`src/rtl/jy_mul_scheduler.sv`:
```
// Round-robin scheduler sharing one serial 8x8 shift-add multiplier between NREQ requesters.
// Optional running product sum enabled by defining JY_MUL_ACCUM_EN.
module jy_mul_scheduler #(
    parameter int NREQ = 2
) (
    input  logic                clk,
    input  logic                reset,
    input  logic                ce,
    input  logic [NREQ-1:0]     req,
    input  logic [8*NREQ-1:0]   op_a,
    input  logic [8*NREQ-1:0]   op_b,
    input  logic                accum_clr,
    output logic [NREQ-1:0]     ack,
    output logic [NREQ-1:0]     done,
    output logic [15:0]         product,
    output logic                busy,
    output logic [2:0]          owner,
    output logic [15:0]         accum
);

    typedef enum logic [1:0] {
        ST_IDLE = 2'd0,
        ST_RUN  = 2'd1,
        ST_DONE = 2'd2
    } state_t;

    state_t      state_r;
    logic [2:0]  rr_ptr_r;
    logic [2:0]  cnt_r;
    logic [15:0] shift_a_r;
    logic [7:0]  shift_b_r;

    logic [7:0]  req_ext_s;
    logic [3:0]  cand_s;
    logic        hit_s;
    logic        grant_found_s;
    logic [2:0]  grant_idx_s;
    logic [7:0]  sel_a_s;
    logic [7:0]  sel_b_s;

    // Pick the first requester after rr_ptr (with wrap) and mux out its operands.
    always_comb begin
        req_ext_s     = 8'(req);
        cand_s        = 4'd0;
        hit_s         = 1'b0;
        grant_found_s = 1'b0;
        grant_idx_s   = 3'd0;
        for (int k = 1; k <= NREQ; k++) begin
            cand_s        = {1'b0, rr_ptr_r} + 4'(k);
            cand_s        = (cand_s >= 4'(NREQ)) ? (cand_s - 4'(NREQ)) : cand_s;
            hit_s         = !grant_found_s && req_ext_s[cand_s[2:0]];
            grant_idx_s   = hit_s ? cand_s[2:0] : grant_idx_s;
            grant_found_s = grant_found_s | hit_s;
        end
        sel_a_s = 8'(op_a >> {grant_idx_s, 3'b000});
        sel_b_s = 8'(op_b >> {grant_idx_s, 3'b000});
    end

    // Sequencer: grant/latch, seven shift-add iterations gated by ce, one-clk done.
    always_ff @(posedge clk or posedge reset) begin
        if (reset) begin
            state_r   <= ST_IDLE;
            rr_ptr_r  <= 3'(NREQ - 1);
            cnt_r     <= 3'd0;
            shift_a_r <= 16'h0000;
            shift_b_r <= 8'h00;
            ack       <= '0;
            done      <= '0;
            product   <= 16'h0000;
            busy      <= 1'b0;
            owner     <= 3'd0;
        end else begin
            ack  <= '0;
            done <= '0;
            case (state_r)
                ST_IDLE: begin
                    if (ce && grant_found_s) begin
                        owner     <= grant_idx_s;
                        rr_ptr_r  <= grant_idx_s;
                        product   <= sel_b_s[0] ? {8'h00, sel_a_s} : 16'h0000;
                        shift_a_r <= {7'h00, sel_a_s, 1'b0};
                        shift_b_r <= {1'b0, sel_b_s[7:1]};
                        cnt_r     <= 3'd1;
                        ack       <= NREQ'(1'b1) << grant_idx_s;
                        busy      <= 1'b1;
                        state_r   <= ST_RUN;
                    end
                end
                ST_RUN: begin
                    if (ce) begin
                        product   <= product + (shift_b_r[0] ? shift_a_r : 16'h0000);
                        shift_a_r <= shift_a_r << 1;
                        shift_b_r <= shift_b_r >> 1;
                        cnt_r     <= cnt_r + 3'd1;
                        if (cnt_r == 3'd7) begin
                            done    <= NREQ'(1'b1) << owner;
                            state_r <= ST_DONE;
                        end
                    end
                end
                ST_DONE: begin
                    busy    <= 1'b0;
                    state_r <= ST_IDLE;
                end
                default: begin
                    busy    <= 1'b0;
                    state_r <= ST_IDLE;
                end
            endcase
        end
    end

`ifdef JY_MUL_ACCUM_EN
    // Running sum of final products; clear wins over the DONE-cycle add.
    always_ff @(posedge clk or posedge reset) begin
        if (reset) begin
            accum <= 16'h0000;
        end else if (accum_clr) begin
            accum <= 16'h0000;
        end else if (state_r == ST_DONE) begin
            accum <= accum + product;
        end
    end
`else
    logic unused_accum_clr;
    assign unused_accum_clr = accum_clr;
    assign accum            = 16'h0000;
`endif

endmodule
```
`config.mk`:
```
export PLATFORM = sky130hd
export DESIGN_NAME = jy_mul_scheduler
export DESIGN_NICKNAME = d
export VERILOG_FILES = /design/src/rtl/jy_mul_scheduler.sv
export SDC_FILE = /design/constraint.sdc
export NUM_CORES = 1
export LEC_CHECK = 0
export ABC_CLOCK_PERIOD_IN_PS = 4500
export BUFFER_PORTS_ARGS = -buffer_cell sky130_fd_sc_hd__buf_4
export CELL_PAD_IN_SITES_DETAIL_PLACEMENT = 0
export CELL_PAD_IN_SITES_GLOBAL_PLACEMENT = 2
export CORE_MARGIN = 2
export CORE_UTILIZATION = 25
export DETAILED_ROUTE_END_ITERATION = 16
export HOLD_SLACK_MARGIN = 0.1
export PLACE_DENSITY_LB_ADDON = 0.1
export SLEW_MARGIN = 20
export SYNTH_ARGS = -nofsm -noshare
export SYNTH_HDL_FRONTEND = slang
export SYNTH_SLANG_ARGS = --single-unit
```
`constraint.sdc`:
```
create_clock -name clk -period 4.5 [get_ports clk]
set_clock_uncertainty 0.05 [all_clocks]
set_input_delay 0.9 -clock clk [delete_from_list [all_inputs] [get_ports clk]]
set_output_delay 0.9 -clock clk [all_outputs]
set_load 0.05 [all_outputs]
```
==> results of run 1 <==
routing by layer:
layer | wire [µm] | part of all wire | vias up
met5 | 0 | 0 | -
met2 | 4350 | 0.47 | 44
met1 | 4410 | 0.48 | 1334
met4 | 93 | 0.010 | 0
met3 | 362 | 0.039 | 5
li1 | - | - | 1400
synthesized netlist by cell type, types with 8 or more instances:
cell type and count:
dfrtp_1 51, nand2_1 34, mux2i_1 23, ha_1 22, buf_4 17, a21oi_1 16
and2_1 15, inv_1 12, nand3_1 12, o21ai_0 12, o211ai_1 11, a21o_1 10
a22o_1 9, clkbuf_1 9, nand2b_1 9, a32oi_1 8, nor2_1 8
final timing paths:
| path | from | to | cells after the start |
|---|---|---|---|
| min | state_r[1]$_DFFE_PP0P_ | state_r[0]$_DFFE_PP0P_ | 1 |
| min in group asynchronous | reset | ack[0]$_DFF_PP0_ | 2 |
| min reg2reg | state_r[1]$_DFFE_PP0P_ | state_r[0]$_DFFE_PP0P_ | 1 |
| max reg2reg | rr_ptr_r[0]$_DFFE_PP1P_ | shift_a_r[7]$_DFFE_PP0P_ | 9 |
| max in group asynchronous | reset | shift_a_r[5]$_DFFE_PP0P_ | 3 |
| max | rr_ptr_r[0]$_DFFE_PP1P_ | shift_a_r[7]$_DFFE_PP0P_ | 9 |
through the flow:
stage / std cells / total power, mW / instance area, µm² / setup WS, ps / hold WS [ps]
finish: 597 / 2.91 / 4230 / 1350 / 431
global route: 597 / 3.15 / 4230 / 1110 / 469
CTS: 597 / 2.97 / 4230 / 1290 / 440
detailed placement: 589 / 2.47 / 4050 / 1310 / 429
global placement: 589 / 2.47 / 4050 / 1330 / 423
floorplan: 381 / 2.11 / 3590 / 1820 / 388
registers in the layout (all words and copies together) (netlist names):
| signal | cells |
|---|---|
| owner | 3 |
| shift_b_r | 7 |
| cnt_r | 3 |
| state_r | 2 |
| ack | 2 |
| product | 16 |
| shift_a_r | 15 |
| busy | 1 |
| rr_ptr_r | 1 |
| done | 2 |
power breakdown:
part	internal [mW]	leakage [nW]	total, mW	switching (mW)
Sequential	0.654	0.664	0.821	0.167
Combinational	0.634	1.27	1.61	0.977
Clock	0.294	0.0901	0.477	0.184
Total	1.58	2.03	2.91	1.33
critical path, stage by stage, from the launching register on:
cell and delay, ps:
dfstp_2 650, inv_2 80, ha_1 320, nor2b_1 140
a32oi_2 80, nor3_1 390, a21o_1 600, buf_4 330
mux2i_1 250, o211ai_1 100
cell type report:
| class | count | area, µm² | area share |
|---|---|---|---|
| Tap cell | 180 | 225 | 0.0533 |
| Clock inverter | 1 | 30.0 | 0.00710 |
| Clock buffer | 7 | 153 | 0.0361 |
| Timing Repair Buffer | 65 | 488 | 0.115 |
| Sequential cell | 52 | 1300 | 0.308 |
| Multi-Input combinational cell | 279 | 1980 | 0.469 |
| Inverter | 13 | 48.8 | 0.0115 |
logic make-up after synthesis:
kind of cell    count (synthesis)  share of synthesized area
compound gates                101                      0.212
flops                          52                      0.368
other cells                     1                    0.00106
mux                            24                     0.0683
fa+ha+maj                      23                     0.0835
xor+xnor                       10                     0.0248
simple gates                  105                      0.155
buf+inv                        50                     0.0874
==> metrics.txt, run 1 <==
Cell Area, Synth 3540 µm²; CTS buffer count 5; grt total ovfl 0; Post-synth EDFFs 0; Maximum Capacitance Violations 0; most common cell after layout, fill and taps aside buf_4; Root Driver clkbuf_16; quantity of gates resized following cts 0; CTS HTree Levels 2; most frequent cells in the layout 65 x buf_4, 51 x dfrtp_1, 34 x nand2_1; run status finished, final reports clean; Distinct cells, synth 62; area delta synth->final 19.6%; GR met2 Demand/Resource 0.215; Max FO, Critical Path 15; Initial DRC Count 149; final setup TNS 0 ps; worst slew pin tran 871 ps; FP Rows 43; io pins 78; ys flop type dfrtp_1; R2R setup slack 1350 ps; hold_buf cts 0; Post-synth ARST share 1.00; Worst Path Required 4600 ps; DR vias/cell 4.66; Setup CP Type flip-flop to flip-flop; first-pass GRT wire length 14.9 mm; # DRC 0; # Post-CTS Setup Buffers 0; gpl congestion 0.783; chip height 123 µm; NumNets Final 477; Initial Util 0.256; Worst-Skew Late Latency 300 ps; arrival time worst endpoint 3250 ps; Worst setup EP type flip-flop; worst hold path class flip-flop to flip-flop; Final Max Tran Viols 0; Syn. warnings 0; Clock Sinks 52; Final Util 0.306; top-area cell type share of the netlist area 0.361; Seq/Total Area, Yosys 0.368; GRT met3 Usage 0.0341; leading area contributor after synthesis dfrtp_1; fill cell count 1437; Yosys reg bits 52; antenna cells 0; top cells by area, synth dfrtp_1 36%, ha_1 7.8%, mux2i_1 6.5%; Leak 2.03 nW; setup violators final 0; proportion of layout cells with a drive suffix above 1 0.209; RSZ-0062 raised after global routing false; die area 15100 µm²; Die Width 123 µm; Worst VDD drop 218 µV; core box area 13800 µm²; Tot GR Track Use 0.129; PD cells 688 nW/µm²; post-synthesis cell count 366; IO Port Bufs 60; met1 usage 0.167; Tcrit/Tclk final 0.700; Clk pin slew, worst setup/hold paths 70 ps; crit start category flip-flop; syn avg cell area 9.66 µm²; CTS tree done; Clock Path Buffers 2; First-pass DRT Iterations 4; WL per Instance 15.4 µm; initial antenna violation count 0; vias in the first global route 2766; Detailed Place HPWL 6.77 mm; Antenna Nets Post-Route 0; largest net degree at the start of global routing 47; final wirelength 9.22 mm; Hold Vio Cnt, Final 0; maximum operating frequency 317 MHz; fin crit period 3150 ps; max-slew headroom at the worst pin 0.417; DR vias 2783; GRT busiest layer met2
No activity file was read; power rests on OpenSTA's default activity.
==> inputs of run 2 (changes only) <==
--- a/config.mk
+++ b/config.mk
@@ -5,7 +5,7 @@
 export SDC_FILE = /design/constraint.sdc
 export NUM_CORES = 1
 export LEC_CHECK = 0
-export ABC_CLOCK_PERIOD_IN_PS = 4500
+export ABC_CLOCK_PERIOD_IN_PS = 2910
 export BUFFER_PORTS_ARGS = -buffer_cell sky130_fd_sc_hd__buf_4
 export CELL_PAD_IN_SITES_DETAIL_PLACEMENT = 0
 export CELL_PAD_IN_SITES_GLOBAL_PLACEMENT = 2
==> constraint.sdc (replaced) <==
create_clock -name clk -period 2.91 [get_ports clk]
set_clock_uncertainty 0.05 [all_clocks]
set_input_delay 0.582 -clock clk [delete_from_list [all_inputs] [get_ports clk]]
set_output_delay 0.582 -clock clk [all_outputs]
set_load 0.05 [all_outputs]
==> run 2 against run 1 <==
Effect of this change:
- total power up 55%
- global-route usage increased by 0.71 points
- critical path type unchanged
- register-to-register slack got worse by 1100 ps
- flip-flop and latch count is the same
- sequential power rose by 55%
- die area unchanged
- critical endpoint is now shift_b_r[3]$_DFFE_PP0P_
- worst setup slack got worse by 1100 ps
- worst hold slack got worse by 180 ps
==> metrics.txt, run 2 (synthesized netlist as in run 1, its figures left out) <==
run status finished, final reports clean; Worst Path Required 3020 ps; Clock Sinks 52; biggest regs product x16, shift_a_r x15, shift_b_r x7; Leak 2.06 nW; arrival time worst endpoint 2740 ps; RSZ-0062 raised after global routing false; Tot GR Track Use 0.136; Initial DRC Count 164; Die Width 123 µm; chip height 123 µm; Fin Hold WS 256 ps; Detailed Place HPWL 6.97 mm; Setup CP Type flip-flop to flip-flop; final wirelength 9.43 mm; proportion of layout cells with a drive suffix above 1 0.230; gpl congestion 0.761; most common cell after layout, fill and taps aside buf_4; worst slew pin tran 559 ps; fin crit period 2630 ps; largest register by flop count product; # Post-CTS Setup Buffers 0; Antenna Nets Post-Route 0; CTS buffer count 5; io pins 78; CTS tree done; Worst setup EP type flip-flop; PD cells 1050 nW/µm²; switch share 0.462; Clock Path Buffers 2; Tcrit/Tclk final 0.905; largest net degree at the start of global routing 47; Logic pwr share 0.580; CTS HTree Levels 2; Int Pwr 2.42 mW; maximum operating frequency 380 MHz; FP Rows 43; PnR Total Power 4.51 mW; DR vias 2864; Root Driver clkbuf_16; First-pass DRT Iterations 4; Reg2Reg Depth 9; crit start category flip-flop; IO Port Bufs 60; antenna cells 0; # DRC 0; Cell Chain, Critical Path inv_2 > ha_1 > nor2b_1 > a32oi_2 > nor2_2 > o31ai_4 > buf_6 > mux2i_1 > a21oi_1; Max FO, Critical Path 46; vias in the first global route 2985; core box area 13800 µm²; most frequent cells in the layout 72 x buf_4, 50 x dfrtp_1, 34 x nand2_1; kind of cell adding the most delay to the critical path flip-flops; Clk pin slew, worst setup/hold paths 70 ps; Worst VDD drop 334 µV; Hold Vio Cnt, Final 0; highest-delay cell along the critical path dfstp_2; final setup TNS 0 ps; Worst-Skew Late Latency 300 ps; NumNets Final 486; DR vias/cell 4.73; first-pass GRT wire length 15.8 mm; Maximum Capacitance Violations 0; die area 15100 µm²; clock share of power 0.139; worst hold path class input pin to asynchronous set/reset pin; Max stage delay on crit path 650 ps; sw power 2.08 mW; placed insts 598; max-slew headroom at the worst pin 0.627; Final Max Tran Viols 0; Post-DP Area 4130 µm²; setup violators final 0; Initial Util 0.256; flip-flop count of the largest register after layout 16; grt total ovfl 0; hold_buf cts 0; final instance area 4290 µm²; fill cell count 1460; area delta synth->final 21.2%; Buf+Inv Stages, Crit Path 2; Non-Filler Instances 606; WL per Instance 15.6 µm; Levels on crit path 9; initial antenna violation count 0; R2R setup slack 280 ps; Sequential Power Share 0.282
==> run 2: changes by cell type in the layout (fill, tap and decap cells not counted), sizes merged <==
cell and delta:
buf +9, bufinv -1, clkinvlp +1
==> run 2: final timing paths <==
| kind | from | to |
|---|---|---|
| setup / recovery | rr_ptr_r[0]$_DFFE_PP1P_ | shift_b_r[3]$_DFFE_PP0P_ |
| hold / removal | reset | ack[0]$_DFF_PP0_ |
| setup reg to reg | rr_ptr_r[0]$_DFFE_PP1P_ | shift_b_r[3]$_DFFE_PP0P_ |
| hold reg to reg | cnt_r[0]$_DFFE_PP0P_ | cnt_r[0]$_DFFE_PP0P_ |
| max in group asynchronous | reset | shift_b_r[0]$_DFFE_PP0P_ |
| min in group clk | cnt_r[0]$_DFFE_PP0P_ | cnt_r[0]$_DFFE_PP0P_ |
==> run 2: repair_timing <==
item | 4_1_cts | 5_1_grt
setup endpoints to repair | 0 | 14
resized for setup | 0 | 4
endpoints found under the hold margin | 0 | 0
==> run 2: layout make-up <==
class / instances / area (µm²) / share of cell area
Multi-Input combinational cell: 279 / 1990 / 0.464
Clock inverter: 1 / 7.51 / 0.00175
Clock buffer: 7 / 143 / 0.0333
Timing Repair Buffer: 74 / 572 / 0.133
Tap cell: 180 / 225 / 0.0525
Sequential cell: 52 / 1300 / 0.304
Inverter: 13 / 48.8 / 0.0114
==> run 2: worst reg2reg max path: stages, from the launching register on <==
cell and delay [ps]:
dfstp_2 650, inv_2 80, ha_1 310, nor2b_1 60
a32oi_2 220, nor2_2 120, o31ai_4 270, buf_6 390
mux2i_1 290, a21oi_1 60
==> run 2: routing by layer <==
metal | up-vias | wire length, µm | global-route usage
met4 | 0 | 121 | 0.0431
met5 | - | 0 | 0
met2 | 58 | 4490 | 0.222
met3 | 9 | 332 | 0.0258
met1 | 1384 | 4490 | 0.181
li1 | 1413 | - | -
==> run 2: per-stage QoR <==
| step | setup WS [ps] | utilization |
|---|---|---|
| floorplan | 232 | - |
| global placement | 99.5 | 0.298 |
| detailed placement | 107 | 0.298 |
| CTS | 78.2 | 0.309 |
| global route | 20.5 | 0.310 |
| finish | 278 | 0.310 |
==> run 2: power by group through the flow <==
stage / combinational [mW] / clock (mW) / sequential, mW
final: 2.61 / 0.625 / 1.27
after global routing: 2.90 / 0.691 / 1.32
after CTS: 2.65 / 0.659 / 1.28
after detailed placement: 2.64 / 0 / 1.29
after global placement: 2.63 / 0 / 1.29
after floorplan: 1.70 / 0 / 1.56
==> inputs of run 3 (changes only) <==
--- a/config.mk
+++ b/config.mk
@@ -10,10 +10,11 @@
 export CELL_PAD_IN_SITES_DETAIL_PLACEMENT = 0
 export CELL_PAD_IN_SITES_GLOBAL_PLACEMENT = 2
 export CORE_MARGIN = 2
-export CORE_UTILIZATION = 25
+export CORE_UTILIZATION = 34
 export DETAILED_ROUTE_END_ITERATION = 16
 export HOLD_SLACK_MARGIN = 0.1
 export PLACE_DENSITY_LB_ADDON = 0.1
+export REMOVE_ABC_BUFFERS = 1
 export SLEW_MARGIN = 20
 export SYNTH_ARGS = -nofsm -noshare
 export SYNTH_HDL_FRONTEND = slang
==> run 3 against run 2 <==
Effect of this change:
- first-iteration DRC count decreased by 21%
- flip-flop and latch count unchanged
- worst hold slack got worse by 3.4 ps
- clock-buffer cell count unchanged
- core utilization increased by 10 points
- via count decreased by 0.38%
- critical path depth unchanged
- clock power decreased by 19%
- non-clock buffer count increased by 1
- global-route usage increased by 1.7 points
==> metrics.txt, run 3 (synthesized netlist as in run 1, its figures left out) <==
run status finished, final reports clean; Initial Util 0.346; quantity of gates resized following cts 0; Worst-Skew Late Latency 310 ps; grt total ovfl 0; final setup TNS 0 ps; initial antenna violation count 0; Worst VDD drop 329 µV; antenna cells 0; Worst Path Required 3070 ps; worst hold path class input pin to asynchronous set/reset pin; Tot GR Track Use 0.153; FF-to-FF Start shift_b_r[0]$_DFFE_PP0P_; Fin Hold WS 253 ps; Maximum Capacitance Violations 0; CTS tree done; maximum operating frequency 376 MHz; FP Rows 37; Clock Path Buffers 2; Worst setup EP type flip-flop; Setup CP Type flip-flop to flip-flop; DR vias/cell 5.07; Leak 2.05 nW; Max FO, Critical Path 9; Initial DRC Count 129; area delta synth->final 19.0%; Antenna Nets Post-Route 0; Hold Vio Cnt, Final 0; gpl congestion 0.769; Clock Sinks 52; PnR Total Power 4.36 mW; core box area 10200 µm²; final wirelength 8.28 mm; worst slew pin tran 529 ps; vias in the first global route 2688; largest register by flop count product; Root Driver clkbuf_8; fin crit period 2660 ps; CTS buffer count 5; WL per Instance 14.7 µm; NumNets Final 487; largest net degree at the start of global routing 40; IO Port Bufs 60; max-slew headroom at the worst pin 0.647; biggest regs product x16, shift_a_r x15, shift_b_r x7; flip-flop count of the largest register after layout 16; Final Util 0.412; hold_buf cts 0; most frequent cells in the layout 72 x buf_4, 51 x dfrtp_1, 34 x nand2_1; PD cells 1040 nW/µm²; Tcrit/Tclk final 0.915; arrival time worst endpoint 2820 ps; # Post-CTS Setup Buffers 0; setup violators final 0; Final Max Tran Viols 0; R2R setup slack 250 ps; DR vias 2853; Clk pin slew, worst setup/hold paths 100 ps; CTS HTree Levels 2; io pins 78; RSZ-0062 raised after global routing false; Reg2Reg Depth 9; proportion of layout cells with a drive suffix above 1 0.222; crit start category flip-flop; first-pass GRT wire length 13.7 mm; die area 11200 µm²; most common cell after layout, fill and taps aside buf_4; # DRC 0; First-pass DRT Iterations 5; Die Width 106 µm; chip height 106 µm; fill cell count 1055; Detailed Place HPWL 6.27 mm; reg-to-reg critical path endpoint product[11]$_DFFE_PP0P_
[run 3: worst max path at each step]
stage / start / to / slack [ps] / depth (start not counted)
after floorplan: owner[1]$_DFFE_PP0P_ / product[2]$_DFFE_PP0P_ / -700 / 8
after global placement: shift_b_r[0]$_DFFE_PP0P_ / product[12]$_DFFE_PP0P_ / 250 / 9
after detailed placement: shift_b_r[0]$_DFFE_PP0P_ / product[11]$_DFFE_PP0P_ / 240 / 9
after CTS: shift_b_r[0]$_DFFE_PP0P_ / product[11]$_DFFE_PP0P_ / 210 / 9
after global routing: shift_b_r[0]$_DFFE_PP0P_ / product[12]$_DFFE_PP0P_ / 50 / 9
final: shift_b_r[0]$_DFFE_PP0P_ / product[11]$_DFFE_PP0P_ / 250 / 9
[run 3: metrics by stage]
step | cell area (µm²) | instances | setup slack [ps]
floorplan | 3330 | 344 | -696
global placement | 4100 | 555 | 253
detailed placement | 4100 | 555 | 238
CTS | 4210 | 563 | 208
global route | 4210 | 563 | 49.0
finish | 4210 | 563 | 248
[run 3: routing by layer]
layer  vias up  routed length, µm  GRT usage
li1       1418                  -          -
met1      1380               3900      0.212
met2        49               4060      0.252
met3         6                226     0.0221
met4         0                 89     0.0395
met5         -                  0          0
[run 3: area by class of cell]
cell class / instances / area [µm²] / share of cell area
multi-input combinational: 279 / 1980 / 0.471
sequential: 52 / 1300 / 0.309
timing repair buffer: 75 / 601 / 0.143
tap: 136 / 170 / 0.0404
clock buffer: 7 / 76.3 / 0.0181
inverter: 13 / 48.8 / 0.0116
clock inverter: 1 / 30.0 / 0.00713
[run 3: where the power goes]
part           internal (mW)  leakage [nW]  switching, mW
logic                   1.09          1.34           1.52
clock network          0.258        0.0524          0.249
registers               1.01         0.664          0.242
total                   2.36          2.05           2.01
[run 3: critical path, cell delays in order (launching register included)]
cell	delay (ps)
dfrtp_1	540
and2_1	190
ha_1	190
inv_1	70
fa_1	400
nor2b_1	220
o2111ai_1	160
a21oi_1	260
o21ai_0	190
a32o_1	290
